==> src/rtl/vmx_issue_seq.sv <==
// Vector MAC issue sequencer: accepts one command, streams weight words
// (Wget) then multiplicand words (compute) to the PE controller, then
// issues DRAIN_CYCLES rest cycles to flush the PE chain and pulses done.
//
// Ports:
//   clk, rst_n            clock, synchronous active-low reset
//   cmd_valid/cmd_ready   command handshake; cmd_mode, cmd_wlen, cmd_xlen
//   x_valid/x_ready       operand handshake; x_data signed operand word
//   ISout, Xout           registered instruction/operand to PE controller
//   busy, done            status; done is a one-cycle pulse on drain exit
//   stall_cnt             bubble-cycle counter
//
// Optional feature macro: VMX_SEQ_STALL_CNT_EN builds the bubble counter;
// when undefined, stall_cnt is tied to zero.
module vmx_issue_seq #(
  parameter int DRAIN_CYCLES = 4,
  parameter int LEN_W        = 8
) (
  input  logic             clk,
  input  logic             rst_n,
  input  logic             cmd_valid,
  output logic             cmd_ready,
  input  logic [1:0]       cmd_mode,
  input  logic [LEN_W-1:0] cmd_wlen,
  input  logic [LEN_W-1:0] cmd_xlen,
  input  logic             x_valid,
  input  logic [15:0]      x_data,
  output logic             x_ready,
  output logic [1:0]       ISout,
  output logic [15:0]      Xout,
  output logic             busy,
  output logic             done,
  output logic [15:0]      stall_cnt
);

  localparam int DW = (DRAIN_CYCLES > 1) ? $clog2(DRAIN_CYCLES) : 1;

  typedef enum logic [1:0] {
    IDLE    = 2'd0,
    WLOAD   = 2'd1,
    COMPUTE = 2'd2,
    DRAIN   = 2'd3
  } state_t;

  state_t           state;
  state_t           state_nxt;
  logic [LEN_W-1:0] wrem;
  logic [LEN_W-1:0] xrem;
  logic [LEN_W-1:0] xeff;
  logic [1:0]       mode_q;
  logic [DW-1:0]    dcnt;
  logic             started;
  logic             accept;
  logic             fire;
  logic             bubble;
  logic             drain_end;

  // Non-compute modes carry no multiplicands.
  assign xeff      = cmd_mode[1] ? cmd_xlen : '0;
  assign accept    = cmd_valid && cmd_ready;
  assign fire      = x_valid && x_ready;
  assign bubble    = x_ready && !x_valid;
  assign drain_end = (state == DRAIN) && (dcnt == DW'(DRAIN_CYCLES - 1));

  always_ff @(posedge clk) begin
    if (!rst_n) state <= IDLE;
    else        state <= state_nxt;
  end

  always_comb begin
    state_nxt = state;
    unique case (state)
      IDLE: begin
        if (accept) begin
          if (cmd_wlen != '0)  state_nxt = WLOAD;
          else if (xeff != '0) state_nxt = COMPUTE;
          else                 state_nxt = DRAIN;
        end
      end
      WLOAD: begin
        if (fire && wrem == LEN_W'(1))
          state_nxt = (xrem != '0) ? COMPUTE : DRAIN;
      end
      COMPUTE: begin
        if (fire && xrem == LEN_W'(1)) state_nxt = DRAIN;
      end
      DRAIN: begin
        if (drain_end) state_nxt = IDLE;
      end
      default: state_nxt = IDLE;
    endcase
  end

  // started holds cmd_ready low on the reset edge itself, so the
  // command port opens on the first edge after release.
  always_comb begin
    cmd_ready = 1'b0;
    x_ready   = 1'b0;
    busy      = 1'b1;
    unique case (state)
      IDLE: begin
        busy      = 1'b0;
        cmd_ready = started;
      end
      WLOAD:   x_ready = (wrem != '0);
      COMPUTE: x_ready = (xrem != '0);
      DRAIN:   x_ready = 1'b0;
      default: busy    = 1'b0;
    endcase
  end

  always_ff @(posedge clk) begin
    if (!rst_n) begin
      started <= 1'b0;
      mode_q  <= '0;
      wrem    <= '0;
      xrem    <= '0;
      dcnt    <= '0;
      done    <= 1'b0;
    end else begin
      started <= 1'b1;
      done    <= drain_end;
      if (accept) begin
        mode_q <= cmd_mode;
        wrem   <= cmd_wlen;
        xrem   <= xeff;
      end else if (fire) begin
        if (state == WLOAD) wrem <= wrem - LEN_W'(1);
        else                xrem <= xrem - LEN_W'(1);
      end
      if (state == DRAIN && !drain_end) dcnt <= dcnt + DW'(1);
      else                              dcnt <= '0;
    end
  end

  // Issue register: accepted word goes out one cycle later, otherwise rest.
  always_ff @(posedge clk) begin
    if (!rst_n) begin
      ISout <= 2'b00;
      Xout  <= '0;
    end else if (fire) begin
      ISout <= (state == WLOAD) ? 2'b01 : mode_q;
      Xout  <= x_data;
    end else begin
      ISout <= 2'b00;
      Xout  <= '0;
    end
  end

`ifdef VMX_SEQ_STALL_CNT_EN
  logic [15:0] stall_q;

  always_ff @(posedge clk) begin
    if (!rst_n)
      stall_q <= '0;
    else if (accept)
      stall_q <= '0;
    else if (bubble && stall_q != 16'hFFFF)
      stall_q <= stall_q + 16'd1;
  end

  assign stall_cnt = stall_q;
`else
  logic unused_bubble;
  assign unused_bubble = bubble;
  assign stall_cnt     = '0;
`endif

endmodule

==> config.mk <==
export PLATFORM = sky130hd
export DESIGN_NAME = vmx_issue_seq
export DESIGN_NICKNAME = d
export VERILOG_FILES = /design/src/rtl/vmx_issue_seq.sv
export SDC_FILE = /design/constraint.sdc
export NUM_CORES = 1
export LEC_CHECK = 0
export CORE_MARGIN = 2
export CORE_UTILIZATION = 40
export DETAILED_ROUTE_END_ITERATION = 6
export PLACE_DENSITY = 0.72
export SYNTH_ARGS = -nofsm -noshare
export SYNTH_HDL_FRONTEND = slang
export SYNTH_SLANG_ARGS = --single-unit
==> constraint.sdc <==
create_clock -name clk -period 2.2 [get_ports clk]
set_input_delay 0.55 -clock clk [delete_from_list [all_inputs] [get_ports clk]]
set_output_delay 0.55 -clock clk [all_outputs]
set_load 0.05 [all_outputs]
==> out/metrics.yaml <==
clocking:
  clock_sinks: 42
  cts-htree-levels: 2
  cts_tree: "done"
  clockBufferDepth: 2
  worstSkewPairLatency_ns: 0.29
  cts-root-buf: "clkbuf_8"
  cts_hold_buf: 0
  cts_inserted_buffers: 5
  cts.clk_slew.worst_paths_ns: 0.08
synthesis:
  synth_seq_area_share: 0.386
  syn_inst: 244
  yosys.area_share.simple: 0.231
  synthDistinctLibCells: 52
  yosys_warnings: 0
  synth_xor_area_frac: 0.0121
  synth_top_family_by_area: "simple AND/OR/NAND/NOR gates"
  syn_area_um2: 2180
  synthAdderAreaFrac: 0.0575
  synth_compound_area_frac: 0.215
  synthFlopType: "dfxtp_1"
  postSynth.asyncResetShare: 0
  synth-edff-count: 0
  synth.ff_latch_count: 42
  yosys-mux-area-fraction: 0.0138
  syn_avg_cell_area_um2: 8.92
placement:
  placed_area_um2: 2890
  post-place-ws_ns: 0.0300
  finalWeightedCongestion: 0.848
  io_buffers: 59
  dp_hpwl_um: 4030
  dp.cells: 376
cells_and_area:
  antennaDiodeCount: 0
  synthToLayoutAreaGrowth_pct: 41.0
  final_cell_mix: "clkdlybuf4s50_1, dfxtp_1, nand2_1, buf_4"
  nFillCells: 472
  final_common_cell: "clkdlybuf4s50_1"
  final_util: 0.593
  final_nets: 367
  fin_cells: 390
  final_layout_size_suffix_gt1_frac: 0.156
  final_area_um2: 3070
global_routing:
  antenna_found_initial: 0
  grtUsageMet2: 0.316
  grt_usage: 0.180
  grt_pass1_vias: 1874
  gr-usage-met3: 0.0430
  grt_pass1_wl_um: 8770
  grt_max_degree: 18
  grt_overflow: 0
  use_met1: 0.216
  top_usage_layer: "met2"
worst_setup_path:
  crit_chain: "inv_2 -> ha_4 -> or3b_4 -> o41ai_4 -> a21boi_2 -> buf_6"
  cp_slowest_cell: "or3b_4"
  crit_arrival_ns: 1.74
  worstPathRequired_ns: 1.65
  cp_slowest_stage_delay_ns: 0.39
  worstSetupEndpointType: "output port"
  crit_buf_inv: 2
  critPathLaunchType: "register"
  path_max_fanout: 2
  critical_path_class: "register to output port"
  path_delay_family: "simple AND/OR/NAND/NOR gates"
sta:
  holdWs_ns: 0.436
  slew_violations: 0
  setup_viol: 1
  worst_slack_ns: -0.0911
  fin_skew_ns: 0.00412
  rsz0062_at_grt: "true"
  finalHoldViolCount: 0
  min_period_ns: 2.29
  max_freq_ghz: 0.436
  slew-limit-headroom: 0.664
  fin_crit_sh: 1.04
  worstMarginPinSlew_ns: 0.499
floorplanning:
  std_cell_rows: 26
  die-width_um: 77.8
  io_pins: 76
  die_h_um: 77.8
  dieArea_um2: 6050
  initial_utilization: 0.421
  core_area_um2: 5170
flow_run:
  max_cap_viol_count: 0
detailed_routing:
  drt_pass1_iterations: 4
  detail-route-antenna-nets: 0
  vias: 1985
  viasPerCell: 5.09
  drcViolationCount: 0
  routed_wl_um: 5360
  wire_per_inst_um: 13.8
  drtIter0Drc: 68
power_and_ir_drop:
  p_leak_nw: 1.20
  ir_drop_mv: 0.347
  powerDensity_nw_per_um2: 827
outcome:
  violations: "setup timing"
  status: "finished with violations"
worst_hold_path:
  holdCritPathClass: "register to register"
==> kinds of logic (layout without fill, tap and decap cells) <==
kind of cell | Yosys count | count (layout)
AND/OR/NAND/NOR | 91 | 91
AO/OA/AOI/OAI | 62 | 62
flip-flops | 42 | 42
buffers and inverters | 32 | 93
adder cells (fa/ha/maj) | 10 | 10
XOR/XNOR | 3 | 3
multiplexers | 3 | 3
other | 1 | 16
==> layer usage <==
layer,part of all wire,wire [µm]
met5,0,0
met4,0.013,71
met2,0.51,2710
met3,0.052,277
met1,0.43,2300
==> power by group <==
group | total (mW) | switching [mW] | internal [mW]
registers | 0.906 | 0.0753 | 0.831
logic | 1.03 | 0.555 | 0.471
clock network | 0.606 | 0.268 | 0.339
total | 2.54 | 0.898 | 1.64
==> worst reg2reg max path: stages (launching register included) <==
cell,delay [ns]
dfxtp_1,0.40
inv_1,0.10
ha_1,0.35
nand3_1,0.15
a31oi_1,0.36
o2111ai_1,0.18
a22oi_2,0.28
mux2i_1,0.20
==> final timing paths <==
| path | startpoint | endpoint | slack, ns | depth (start not counted) |
|---|---|---|---|---|
| hold reg to reg | dcnt[0] | dcnt[0] | 0.44 | 1 |
| setup reg to reg | state[0] | state[1] | 0.10 | 7 |
| setup / recovery | wrem[1] | x_ready | -0.09 | 6 |
| hold / removal | dcnt[0] | dcnt[0] | 0.44 | 1 |
==> stage by stage <==
step           total power, mW  setup TNS, ns
2_1_floorplan             1.56              0
3_3_place_gp              1.87              0
3_5_place_dp              1.89              0
4_1_cts                   2.53         -0.153
5_1_grt                   2.69         -0.160
6_report                  2.54        -0.0911
==> registers in the layout, indices dropped and copies added (netlist names), 2 cells and up <==
register and flops:
ISout 2, xrem 8, mode_q 2, wrem 8, dcnt 2, state 2, Xout 16
==> layout make-up <==
cell class | instances | area (µm²) | area share
multi-input cells | 185 | 1230 | 0.402
flip-flops and latches | 42 | 845 | 0.275
repair buffers | 78 | 767 | 0.250
well taps | 70 | 87.6 | 0.0285
clock buffers | 6 | 72.6 | 0.0236
clock inverters | 2 | 37.5 | 0.0122
inverters | 7 | 26.3 | 0.00856
==> synthesized netlist by cell type (2+ instances only) <==
cell,n,area (µm²)
and2_1,17,106
inv_1,7,26.3
nor4_1,7,43.8
or4_1,2,15.0
nor2b_1,2,12.5
o211ai_1,2,15.0
and3_1,5,31.3
a21oi_1,7,35.0
o21ai_0,17,85.1
o21a_1,4,30.0
nor3_1,4,20.0
xnor2_1,3,26.3
clkbuf_1,9,33.8
and4_1,3,26.3
ha_1,10,125
nand2_1,18,67.6
a31oi_1,2,12.5
a21boi_0,9,67.6
buf_4,16,120
dfxtp_1,42,841
mux2i_1,3,30.0
a211oi_1,2,15.0
nor3b_1,3,22.5
nor2_1,13,48.8
nand3_1,9,45.0
a21oi_2,2,17.5
==> what timing repair did <==
| action | CTS | global route |
|---|---|---|
| pin swaps | 3 | 2 |
| buffers inserted | 5 | 1 |
| resized for setup | 7 | 2 |
| endpoints found under the setup margin | 1 | 4 |
No activity file was read; power rests on OpenSTA's default activity.
